===== config.mk =====
export PLATFORM = sky130hd
export DESIGN_NAME = aes_round_sequencer
export DESIGN_NICKNAME = d
export VERILOG_FILES = /design/src/rtl/aes_seq_pkg.sv /design/src/rtl/aes_round_sequencer_mod_counter.sv /design/src/rtl/aes_round_sequencer.sv
export SDC_FILE = /design/constraint.sdc
export NUM_CORES = 1
export LEC_CHECK = 0
export ABC_AREA = 1
export BUFFER_PORTS_ARGS = -buffer_cell sky130_fd_sc_hd__buf_4
export CORE_ASPECT_RATIO = 0.75
export CORE_UTILIZATION = 45
export CTS_CLUSTER_DIAMETER = 200
export DETAILED_ROUTE_END_ITERATION = 12
export GPL_ROUTABILITY_DRIVEN = 0
export HOLD_SLACK_MARGIN = 0.05
export SLEW_MARGIN = 20
export SYNTH_ARGS = -nofsm -noshare
export SYNTH_HDL_FRONTEND = slang
export SYNTH_SLANG_ARGS = --single-unit

===== constraint.sdc =====
create_clock -name CLK -period 2.23 [get_ports CLK]
set_input_delay 0.223 -clock CLK [delete_from_list [all_inputs] [get_ports CLK]]
set_output_delay 0.223 -clock CLK [all_outputs]
set_load 0.1 [all_outputs]

===== src/rtl/aes_seq_pkg.sv =====
`default_nettype none
// ============================================================================
//  Module  : aes_seq_pkg
//  Purpose : Shared types and constants for the AES-128 decryption round
//            sequencer: datapath operation codes, sequencer state encoding
//            and default schedule lengths.
//  Ports   : none (package)
//  Rev     : 1.0  initial release
// ============================================================================
package aes_seq_pkg;

  // Datapath operation selected through op_sel
  typedef enum logic [2:0] {
    OP_NOP    = 3'd0,
    OP_KEYEXP = 3'd1,
    OP_ARK    = 3'd2,
    OP_ISR    = 3'd3,
    OP_ISB    = 3'd4,
    OP_IMC    = 3'd5
  } op_t;

  // Sequencer states
  typedef enum logic [3:0] {
    S_IDLE   = 4'd0,
    S_LOAD   = 4'd1,
    S_KEYEXP = 4'd2,
    S_ARK0   = 4'd3,
    S_R_ISR  = 4'd4,
    S_R_ISB  = 4'd5,
    S_R_ARK  = 4'd6,
    S_R_IMC  = 4'd7,
    S_F_ISR  = 4'd8,
    S_F_ISB  = 4'd9,
    S_F_ARK  = 4'd10,
    S_DONE   = 4'd11
  } seq_state_t;

  localparam int NUM_COLS          = 4;
  localparam int DEF_KEYEXP_CYCLES = 25;
  localparam int DEF_NUM_ROUNDS    = 10;

endpackage
`default_nettype wire


===== src/rtl/aes_round_sequencer_mod_counter.sv =====
`default_nettype none
// ============================================================================
//  Module  : mod_counter
//  Purpose : Modulo counter 0..MAX with synchronous clear and enable. Wraps
//            to zero on the enabled cycle after reaching MAX.
//  Ports   : CLK    in   clock, rising edge
//            RESET  in   asynchronous active-low reset
//            clr    in   synchronous clear (priority over en)
//            en     in   count enable
//            count  out  current count
//            at_max out  count == MAX
//  Rev     : 1.0  initial release
// ============================================================================
module mod_counter #(
  parameter int WIDTH = 4,
  parameter int MAX   = 3
) (
  input  logic             CLK,
  input  logic             RESET,
  input  logic             clr,
  input  logic             en,
  output logic [WIDTH-1:0] count,
  output logic             at_max
);

  localparam logic [WIDTH-1:0] C_MAX = WIDTH'(MAX);

  logic [WIDTH-1:0] r_count;

  always_ff @(posedge CLK or negedge RESET) begin
    if (!RESET) begin
      r_count <= '0;
    end else if (clr) begin
      r_count <= '0;
    end else if (en) begin
      // explicit wrap at the terminal value, never by width overflow
      r_count <= (r_count == C_MAX) ? '0 : r_count + WIDTH'(1);
    end
  end

  assign count  = r_count;
  assign at_max = (r_count == C_MAX);

endmodule
`default_nettype wire


===== src/rtl/aes_round_sequencer.sv =====
`default_nettype none
// ============================================================================
//  Module  : aes_round_sequencer
//  Purpose : Control FSM for the AES-128 decryption datapath. Loads
//            ciphertext/key, runs key expansion for KEYEXP_CYCLES cycles,
//            then issues the inverse-round schedule and handshakes with
//            software via AES_START / AES_DONE.
//  Ports   : CLK        in   clock, rising edge
//            RESET      in   asynchronous active-low reset
//            AES_START  in   level start request
//            AES_DONE   out  result valid, held until AES_START drops
//            busy       out  sequencer active
//            in_ld      out  load ciphertext into state register
//            key_ld     out  load cipher key into key schedule
//            op_sel     out  datapath operation (op_t)
//            state_ld   out  write datapath result into state register
//            round_idx  out  round-key index for AddRoundKey
//            col_idx    out  InvMixColumns column
//  Rev     : 1.0  initial release
// ============================================================================
module aes_round_sequencer
  import aes_seq_pkg::*;
#(
  parameter int KEYEXP_CYCLES = DEF_KEYEXP_CYCLES,
  parameter int NUM_ROUNDS    = DEF_NUM_ROUNDS
) (
  input  logic       CLK,
  input  logic       RESET,
  input  logic       AES_START,
  output logic       AES_DONE,
  output logic       busy,
  output logic       in_ld,
  output logic       key_ld,
  output logic [2:0] op_sel,
  output logic       state_ld,
  output logic [3:0] round_idx,
  output logic [1:0] col_idx
);

  localparam logic [3:0] C_NR       = 4'(NUM_ROUNDS);
  localparam logic [3:0] C_LAST_MID = 4'(NUM_ROUNDS - 1);

  seq_state_t r_state;

  logic [4:0] w_kx_count_unused;
  logic       w_kx_last;
  logic [1:0] w_col_cnt;
  logic       w_col_last;
  logic [3:0] w_rnd_cnt;
  logic       w_rnd_wrap_unused;
  logic [3:0] w_ridx;

  // Key-expansion cycle counter: runs only while in KEYEXP
  mod_counter #(.WIDTH(5), .MAX(KEYEXP_CYCLES - 1)) u_kx_cnt (
    .CLK    (CLK),
    .RESET  (RESET),
    .clr    (r_state != S_KEYEXP),
    .en     (r_state == S_KEYEXP),
    .count  (w_kx_count_unused),
    .at_max (w_kx_last)
  );

  // InvMixColumns column counter: runs only while in R_IMC
  mod_counter #(.WIDTH(2), .MAX(NUM_COLS - 1)) u_col_cnt (
    .CLK    (CLK),
    .RESET  (RESET),
    .clr    (r_state != S_R_IMC),
    .en     (r_state == S_R_IMC),
    .count  (w_col_cnt),
    .at_max (w_col_last)
  );

  // Round counter: ARK0 moves it 0->1, each completed middle round adds one,
  // so it reads NUM_ROUNDS during the final round.
  mod_counter #(.WIDTH(4), .MAX(NUM_ROUNDS)) u_rnd_cnt (
    .CLK    (CLK),
    .RESET  (RESET),
    .clr    ((r_state == S_IDLE) || (r_state == S_LOAD) || (r_state == S_DONE)),
    .en     ((r_state == S_ARK0) || ((r_state == S_R_IMC) && w_col_last)),
    .count  (w_rnd_cnt),
    .at_max (w_rnd_wrap_unused)
  );

  // Round-key index for round states; naturally 0 in the final round
  assign w_ridx = C_NR - w_rnd_cnt;

  // Outputs are registered decodes of the current state and counters, so
  // they trail the state register by one cycle and never see AES_START
  // combinationally.
  always_ff @(posedge CLK or negedge RESET) begin
    if (!RESET) begin
      r_state   <= S_IDLE;
      AES_DONE  <= 1'b0;
      busy      <= 1'b0;
      in_ld     <= 1'b0;
      key_ld    <= 1'b0;
      op_sel    <= OP_NOP;
      state_ld  <= 1'b0;
      round_idx <= '0;
      col_idx   <= '0;
    end else begin
      AES_DONE  <= (r_state == S_DONE);
      busy      <= !((r_state == S_IDLE) || (r_state == S_DONE));
      in_ld     <= (r_state == S_LOAD);
      key_ld    <= (r_state == S_LOAD);
      op_sel    <= OP_NOP;
      state_ld  <= 1'b0;
      round_idx <= '0;
      col_idx   <= '0;

      unique case (r_state)
        S_IDLE: begin
          if (AES_START) r_state <= S_LOAD;
        end
        S_LOAD: begin
          round_idx <= C_NR;
          r_state   <= S_KEYEXP;
        end
        S_KEYEXP: begin
          op_sel    <= OP_KEYEXP;
          round_idx <= C_NR;
          if (w_kx_last) r_state <= S_ARK0;
        end
        S_ARK0: begin
          op_sel    <= OP_ARK;
          state_ld  <= 1'b1;
          round_idx <= C_NR;
          r_state   <= S_R_ISR;
        end
        S_R_ISR: begin
          op_sel    <= OP_ISR;
          state_ld  <= 1'b1;
          round_idx <= w_ridx;
          r_state   <= S_R_ISB;
        end
        S_R_ISB: begin
          op_sel    <= OP_ISB;
          state_ld  <= 1'b1;
          round_idx <= w_ridx;
          r_state   <= S_R_ARK;
        end
        S_R_ARK: begin
          op_sel    <= OP_ARK;
          state_ld  <= 1'b1;
          round_idx <= w_ridx;
          r_state   <= S_R_IMC;
        end
        S_R_IMC: begin
          op_sel    <= OP_IMC;
          state_ld  <= 1'b1;
          round_idx <= w_ridx;
          col_idx   <= w_col_cnt;
          // the round counter increments on this same edge, so the last
          // middle round is recognised by its pre-increment value
          if (w_col_last)
            r_state <= (w_rnd_cnt == C_LAST_MID) ? S_F_ISR : S_R_ISR;
        end
        S_F_ISR: begin
          op_sel    <= OP_ISR;
          state_ld  <= 1'b1;
          round_idx <= w_ridx;
          r_state   <= S_F_ISB;
        end
        S_F_ISB: begin
          op_sel    <= OP_ISB;
          state_ld  <= 1'b1;
          round_idx <= w_ridx;
          r_state   <= S_F_ARK;
        end
        S_F_ARK: begin
          op_sel    <= OP_ARK;
          state_ld  <= 1'b1;
          round_idx <= w_ridx;
          r_state   <= S_DONE;
        end
        S_DONE: begin
          // a new run needs AES_START to go low first
          if (!AES_START) r_state <= S_IDLE;
        end
        default: r_state <= S_IDLE;
      endcase
    end
  end

endmodule
`default_nettype wire

==> results of run 1 <==
==> final timing paths <==
| check | from | end | slack [ns] | cells past startpoint |
|---|---|---|---|---|
| worst max register to register | r_state[3]$_DFFE_PN0P_ | r_state[0]$_DFFE_PN0P_ | 0.82 | 6 |
| max in group asynchronous | RESET | round_idx[1]$_DFF_PN0_ | 1.58 | 2 |
| worst max-delay path | r_state[3]$_DFFE_PN0P_ | r_state[0]$_DFFE_PN0P_ | 0.82 | 6 |
| min in group asynchronous | RESET | u_kx_cnt.count[0]$_DFF_PN0_ | 0.39 | 2 |
| worst min register to register | u_col_cnt.count[0]$_DFF_PN0_ | u_col_cnt.count[0]$_DFF_PN0_ | 0.46 | 1 |
| worst min-delay path | AES_START | r_state[3]$_DFFE_PN0P_ | 0.22 | 3 |
==> flip-flops by register name, summed over array words and instances, names as in the netlist <==
register / flops
u_kx_cnt.count: 5
r_state: 4
round_idx: 4
u_rnd_cnt.count: 4
op_sel: 3
col_idx: 2
u_col_cnt.count: 2
AES_DONE: 1
busy: 1
key_ld: 1
state_ld: 1
==> metrics by stage <==
stage                     util (%)  setup slack, ns  hold WS [ns]  power [mW]
after detailed placement      53.2            0.831         0.156       0.530
after floorplan                  -            0.683       -0.0726       0.518
after global routing          55.9            0.677         0.226       0.960
after CTS                     55.9            0.812         0.217       0.924
after global placement        53.2            0.818         0.153       0.530
final                         55.9            0.817         0.221       0.911
==> worst max-delay path, delay by kind of cell (launching register included) <==
kind	cells	cell delay [ns]
flops	1	0.46
simple gates	6	0.85
==> layer usage <==
layer | vias up | share of wire [%]
met5 | - | 0
met3 | 2 | 6.9
met2 | 32 | 38
met1 | 503 | 54
met4 | 0 | 0.45
li1 | 574 | -
==> area by class of cell <==
type | count | area (sq um) | area share [%]
clock buffers | 3 | 41.3 | 2.48
inverters | 29 | 111 | 6.69
multi-input cells | 113 | 604 | 36.3
well taps | 38 | 47.5 | 2.85
flip-flops and latches | 28 | 701 | 42.1
repair buffers | 17 | 130 | 7.81
clock inverters | 1 | 30.0 | 1.80
==> synth_stat cells <==
master    number
nand2_1       33
dfrtp_1       28
inv_1         24
nor2_1        23
nand3_1       15
a21oi_1        7
ha_1           6
o21ai_0        5
inv_2          4
nand2_2        4
nor2_2         4
nand3b_1       2
nor2_4         2
o21ai_1        2
o21bai_1       2
xor2_1         2
buf_2          1
buf_4          1
inv_4          1
nand2_4        1
nand3_2        1
nand4_1        1
nor3_1         1
o211ai_2       1
xnor2_1        1
==> placed cells by master, fill, tap and decap left out <==
master | synthesis | layout
nand3b_1 | 2 | 2
clkbuf_8 | 0 | 3
nand2_4 | 1 | 1
nand2_2 | 4 | 4
o21ai_0 | 5 | 5
nand3_1 | 15 | 15
a21oi_1 | 7 | 7
buf_4 | 1 | 16
ha_1 | 6 | 6
o21ai_1 | 2 | 2
dfrtp_1 | 28 | 28
xor2_1 | 2 | 2
nand2_1 | 33 | 33
nand3_2 | 1 | 1
xnor2_1 | 1 | 1
nor3_1 | 1 | 1
inv_4 | 1 | 1
inv_1 | 24 | 24
inv_2 | 4 | 4
nor2_2 | 4 | 4
dlygate4sd3_1 | 0 | 1
nand4_1 | 1 | 1
nor2_4 | 2 | 2
o211ai_2 | 1 | 1
o21bai_1 | 2 | 2
nor2_1 | 23 | 23
bufinv_16 | 0 | 1
==> kinds of logic (layout without fill, tap and decap cells) <==
| family | count (synthesis) | in the layout | synth area share [%] |
|---|---|---|---|
| XOR/XNOR | 3 | 3 | 1.84 |
| buffers and inverters | 31 | 50 | 8.67 |
| AND/OR/NAND/NOR | 87 | 87 | 28.4 |
| adder cells (fa/ha/maj) | 6 | 6 | 5.25 |
| flip-flops | 28 | 28 | 49.0 |
| AO/OA/AOI/OAI | 17 | 17 | 6.83 |
==> power breakdown <==
group	leakage (nW)	switching, mW	internal (mW)
sequential	0.338	0	0.507
clock	0.0357	0.150	0.240
combinational	0.500	0.00994	0.00369
==> repair_timing <==
| action | 4_1_cts | 5_1_grt |
|---|---|---|
| resized for setup | 0 | 0 |
| hold buffers | 1 | 0 |
| hold endpoints to repair | 28 | 0 |
| buffers inserted | 0 | 0 |
==> summary.md, run 1 <==
| Metric | Value |
|---|---|
| Status | `finished, final reports clean` |
| Final Cell Area | `0.00167 sq mm` |
| Total global-route track usage | `19.3%` |
| Met1 usage | `31.8%` |
| Final ANT Viol Nets | `0` |
| Crit path largest cell delay | `0.46 ns` |
| Met2 Usage GRT | `23.8%` |
| N_diodes | `0` |
| First-pass GRT wire length | `4840 um` |
| Crit path DAT | `1.58 ns` |
| Via density | `4.85` |
| Worst path cell trace | `nor2_2 -> nand2_1 -> nor2_4 -> nor2_2 -> nand3_1 -> nand2_1` |
| Max-slew violations | `0` |
| Synth Cell Area | `0.00143 sq mm` |
| Max stage delay cell, worst path | `dfrtp_1` |
| Critical Path Sink Type | `flip-flop` |
| Finished Layout Cells | `229` |
| Final #Nets | `201` |
| Die Span Y | `50.8 um` |
| Vias in the first global route | `998` |
| Worst IR Drop VDD | `0.395 mV` |
| IO buf count | `16` |
| GR peak layer | `met1` |
| Starting density of the core | `48.0%` |
| Register area share after synthesis | `49.0%` |
| Clock root cell | `clkbuf_8` |
| Post-layout min period | `1.41 ns` |
| Final setup violation count | `0` |
| Core ar. | `0.00298 sq mm` |
| Clock Path Buffers | `2` |
| Top cell type's share of synthesized area | `49.0%` |
| Syn nets | `181` |
| CTS H-tree lvls | `1` |
| Max-slew headroom | `77.2%` |
| Fin Setup TNS | `0 ns` |
| Pin count of the biggest net entering global routing | `29` |
| DRT Wirelength | `2640 um` |
| Flops & latches, synth | `28` |
| Chip width | `67.1 um` |
| Static leakage | `0.874 nW` |
| CP Max Fanout | `6` |
| Critical path launch point type | `flip-flop` |
| Worst Hold Class | `input pin to flip-flop` |
| WL/cell | `11.5 um` |
| Clock-pin slew on the worst setup and hold paths | `0.09 ns` |
| Synth-to-Final Area Change | `16.6%` |
| GR met3 Demand/Resource | `5.91%` |
| GRT overflow | `0` |
| Avg Inst Size Synth | `8.31 sq um` |
| Critical Path RT | `2.40 ns` |
| CTS buffer count | `3` |
| TritonRoute pass-1 iters | `4` |
| Initial antenna violation count | `0` |
| Fill count | `261` |
| Final hold vios | `0` |
| Clock sinks | `28` |
| Unrepaired setup endpoints after global routing | `false` |
| Max-Cap Viols | `0` |
| Detailed-route via count | `1111` |
| Ranking of synthesized cells by area | `dfrtp_1 49%, nand2_1 8.7%, inv_1 6.3%` |
| Synth Instances | `172` |
| CTS tree | `done` |
| Final HPWL DP | `2070 um` |
| Initial DRC Count | `54` |
| Slew @ Worst Pin | `0.342 ns` |
| Synth cell types | `25` |
| Area leader, netlist | `dfrtp_1` |
| # placed instances | `224` |
| IO Pins | `17` |
| DRC violations left | `0` |
| Full die area | `0.00341 sq mm` |
| Site Rows | `17` |
| Layout cell share with drive strength beyond 1 | `19.9%` |
| Placed cell areas | `0.00158 sq mm` |
| Skew final | `0.00839 ns` |
| Critical path class | `flip-flop to flip-flop` |
| F_max | `708 MHz` |
| Final period utilization | `63.4%` |
| Synth warnings | `0` |
| Later-pin clock latency in the skew report | `0.27 ns` |
| PD cells | `547 mW/mm^2` |
(Power assumes the default switching activity.)
==> inputs of run 2 (changes only) <==
--- a/config.mk
+++ b/config.mk
@@ -13,6 +13,7 @@
 export DETAILED_ROUTE_END_ITERATION = 12
 export GPL_ROUTABILITY_DRIVEN = 0
 export HOLD_SLACK_MARGIN = 0.05
+export PLACE_DENSITY = 0.67
 export SLEW_MARGIN = 20
 export SYNTH_ARGS = -nofsm -noshare
 export SYNTH_HDL_FRONTEND = slang
==> constraint.sdc (replaced) <==
create_clock -name CLK -period 1.3 [get_ports CLK]
set_input_delay 0.13 -clock CLK [delete_from_list [all_inputs] [get_ports CLK]]
set_output_delay 0.13 -clock CLK [all_outputs]
set_load 0.1 [all_outputs]
==> summary.md, run 2 (synthesis results as in run 1) <==
| Metric | Value |
|---|---|
| Status | `finished, final reports clean` |
| Clock Path Buffers | `2 (unchanged)` |
| Final period utilization | `97.8% (+34 points)` |
| Commonest non-fill, non-tap cell in the layout | `buf_4` |
| CTS buffer count | `3 (unchanged)` |
| Slew @ Worst Pin | `0.344 ns (+0.00142 ns)` |
| Post-layout min period | `1.27 ns (-0.141 ns)` |
| IO buf count | `16 (unchanged)` |
| N_diodes | `0 (unchanged)` |
| PD cells | `836 mW/mm^2 (+53%)` |
| Critical Path RT | `1.52 ns (-0.88 ns)` |
| WL/cell | `13.7 um (+19%)` |
| Vias in the first global route | `992 (-0.60%)` |
| Initial antenna violation count | `0 (unchanged)` |
| F_max | `786 MHz (+11%)` |
| Pin count of the biggest net entering global routing | `29 (unchanged)` |
| Max-slew violations | `0 (unchanged)` |
| Chip width | `67.1 um (unchanged)` |
| Die Span Y | `50.8 um (unchanged)` |
| Max FFs per register | `5 (unchanged)` |
| Max-slew headroom | `76.9% (-0.34 points)` |
| Dpl ws | `-0.0267 ns (-0.858 ns)` |
| Max-Cap Viols | `0 (unchanged)` |
| Initial DRC Count | `90 (+67%)` |
| Synth-to-Final Area Change | `31.6%` |
| Layout cell share with drive strength beyond 1 | `38.7% (+19 points)` |
| Via density | `5.09 (+4.8%)` |
| DRT Wirelength | `3310 um (+25%)` |
| Final ANT Viol Nets | `0 (unchanged)` |
| Later-pin clock latency in the skew report | `0.28 ns (about the same)` |
| Total global-route track usage | `18.9% (-0.32 points)` |
| TritonRoute pass-1 iters | `4 (unchanged)` |
| Critical path launch point type | `flip-flop` |
| Critical Path Sink Type | `flip-flop` |
| Power Total | `1.57 mW (+73%)` |
| CTS tree | `done` |
| GRT overflow | `0 (unchanged)` |
| Final #Nets | `214 (+6.5%)` |
| Commonest cells after routing, fill and taps aside | `29 x buf_4, 26 x nand2_1, 22 x dfrtp_1, 22 x inv_1, 18 x nor2_1` |
| Final hold vios | `0 (unchanged)` |
| DRC violations left | `0 (unchanged)` |
| Clock root cell | `clkbuf_8` |
| Worst IR Drop VDD | `0.711 mV (+80%)` |
| Skew final | `0.00960 ns (+0.00121 ns)` |
| Final Worst Setup Slack | `0.0280 ns (-0.789 ns)` |
| Worst Hold Class | `input pin to flip-flop` |
| Starting density of the core | `48.0% (unchanged)` |
| Static leakage | `0.967 nW (+11%)` |
| Clock-pin slew on the worst setup and hold paths | `0.10 ns (about the same)` |
| Critical path class | `flip-flop to flip-flop` |
| Final HPWL DP | `2160 um (+4.7%)` |
| Hold Path Stages | `3 (unchanged)` |
| Core ar. | `0.00298 sq mm (unchanged)` |
| Final setup violation count | `0 (unchanged)` |
| Crit path DAT | `1.49 ns (-0.09 ns)` |
| Reg2reg path depth | `7 (+1)` |
| First-pass GRT wire length | `4670 um (-3.6%)` |
| Full die area | `0.00341 sq mm (unchanged)` |
| Clock sinks | `28 (unchanged)` |
| CTS H-tree lvls | `1 (unchanged)` |
| IO Pins | `17 (unchanged)` |
| Detailed-route via count | `1231 (+11%)` |
| CP Max Fanout | `8 (+2)` |
| Site Rows | `17 (unchanged)` |
| Unrepaired setup endpoints after global routing | `true` |
-- run 2: final cells by class --
cell class	instances	area, sq um
multi-input combinational	113	709
clock buffer	3	41.3
clock inverter	1	30.0
fill	227	1100
tap	38	47.5
timing repair buffer	30	228
sequential	28	708
inverter	29	116
-- run 2: timing repair --
action                     CTS  global route
setup buffers                0             7
resized for setup            5            35
setup endpoints to repair    6            11
pin swaps                    0            11
hold endpoints to repair    28             0
gates cloned                 0             0
hold buffers                 1             0
-- run 2: per-stage QoR --
| step | std cells | setup TNS, ns | cell area, sq um | utilization, % | hold slack (ns) |
|---|---|---|---|---|---|
| 5_1_grt | 242 | -0.201 | 1880 | 63.2 | 0.107 |
| 3_3_place_gp | 230 | -0.172 | 1630 | 54.7 | 0.0579 |
| 3_5_place_dp | 230 | -0.0604 | 1630 | 54.7 | 0.0617 |
| 4_1_cts | 235 | 0 | 1730 | 58.0 | 0.119 |
| 6_report | 242 | 0 | 1880 | 63.2 | 0.119 |
| 2_1_floorplan | 172 | 0 | 1430 | - | -0.166 |
-- run 2: layer usage --
layer	vias up	routed length (um)	GRT usage, %
met2	54	1520	25.5
met5	-	0	0
li1	599	-	-
met4	0	0	2.48
met1	578	1540	30.1
met3	0	245	5.45
-- run 2: worst paths after layout --
check | start | endpoint | slack (ns)
setup / recovery | r_state[3]$_DFFE_PN0P_ | u_rnd_cnt.count[1]$_DFFE_PN0P_ | 0.03
hold / removal | AES_START | r_state[3]$_DFFE_PN0P_ | 0.12
setup reg to reg | r_state[3]$_DFFE_PN0P_ | u_rnd_cnt.count[1]$_DFFE_PN0P_ | 0.03
hold reg to reg | u_col_cnt.count[0]$_DFF_PN0_ | u_col_cnt.count[0]$_DFF_PN0_ | 0.48
max in group asynchronous | RESET | key_ld$_DFF_PN0_ | 0.72
min in group asynchronous | RESET | u_col_cnt.count[1]$_DFF_PN0_ | 0.30
-- run 2: report_power, final --
part / switching (mW) / internal, mW / total (mW) / leakage [nW]
Sequential: 0 / 0.870 / 0.870 / 0.331
Combinational: 0.0172 / 0.00634 / 0.0236 / 0.600
Clock: 0.266 / 0.412 / 0.678 / 0.0357
-- run 2: critical path, stage by stage, from the launching register on --
cell	delay [ns]
dfrtp_2	0.49
inv_4	0.11
nor2_4	0.06
nand2_4	0.08
nand2_4	0.06
nor2_4	0.22
nand3_1	0.12
nand2_1	0.08
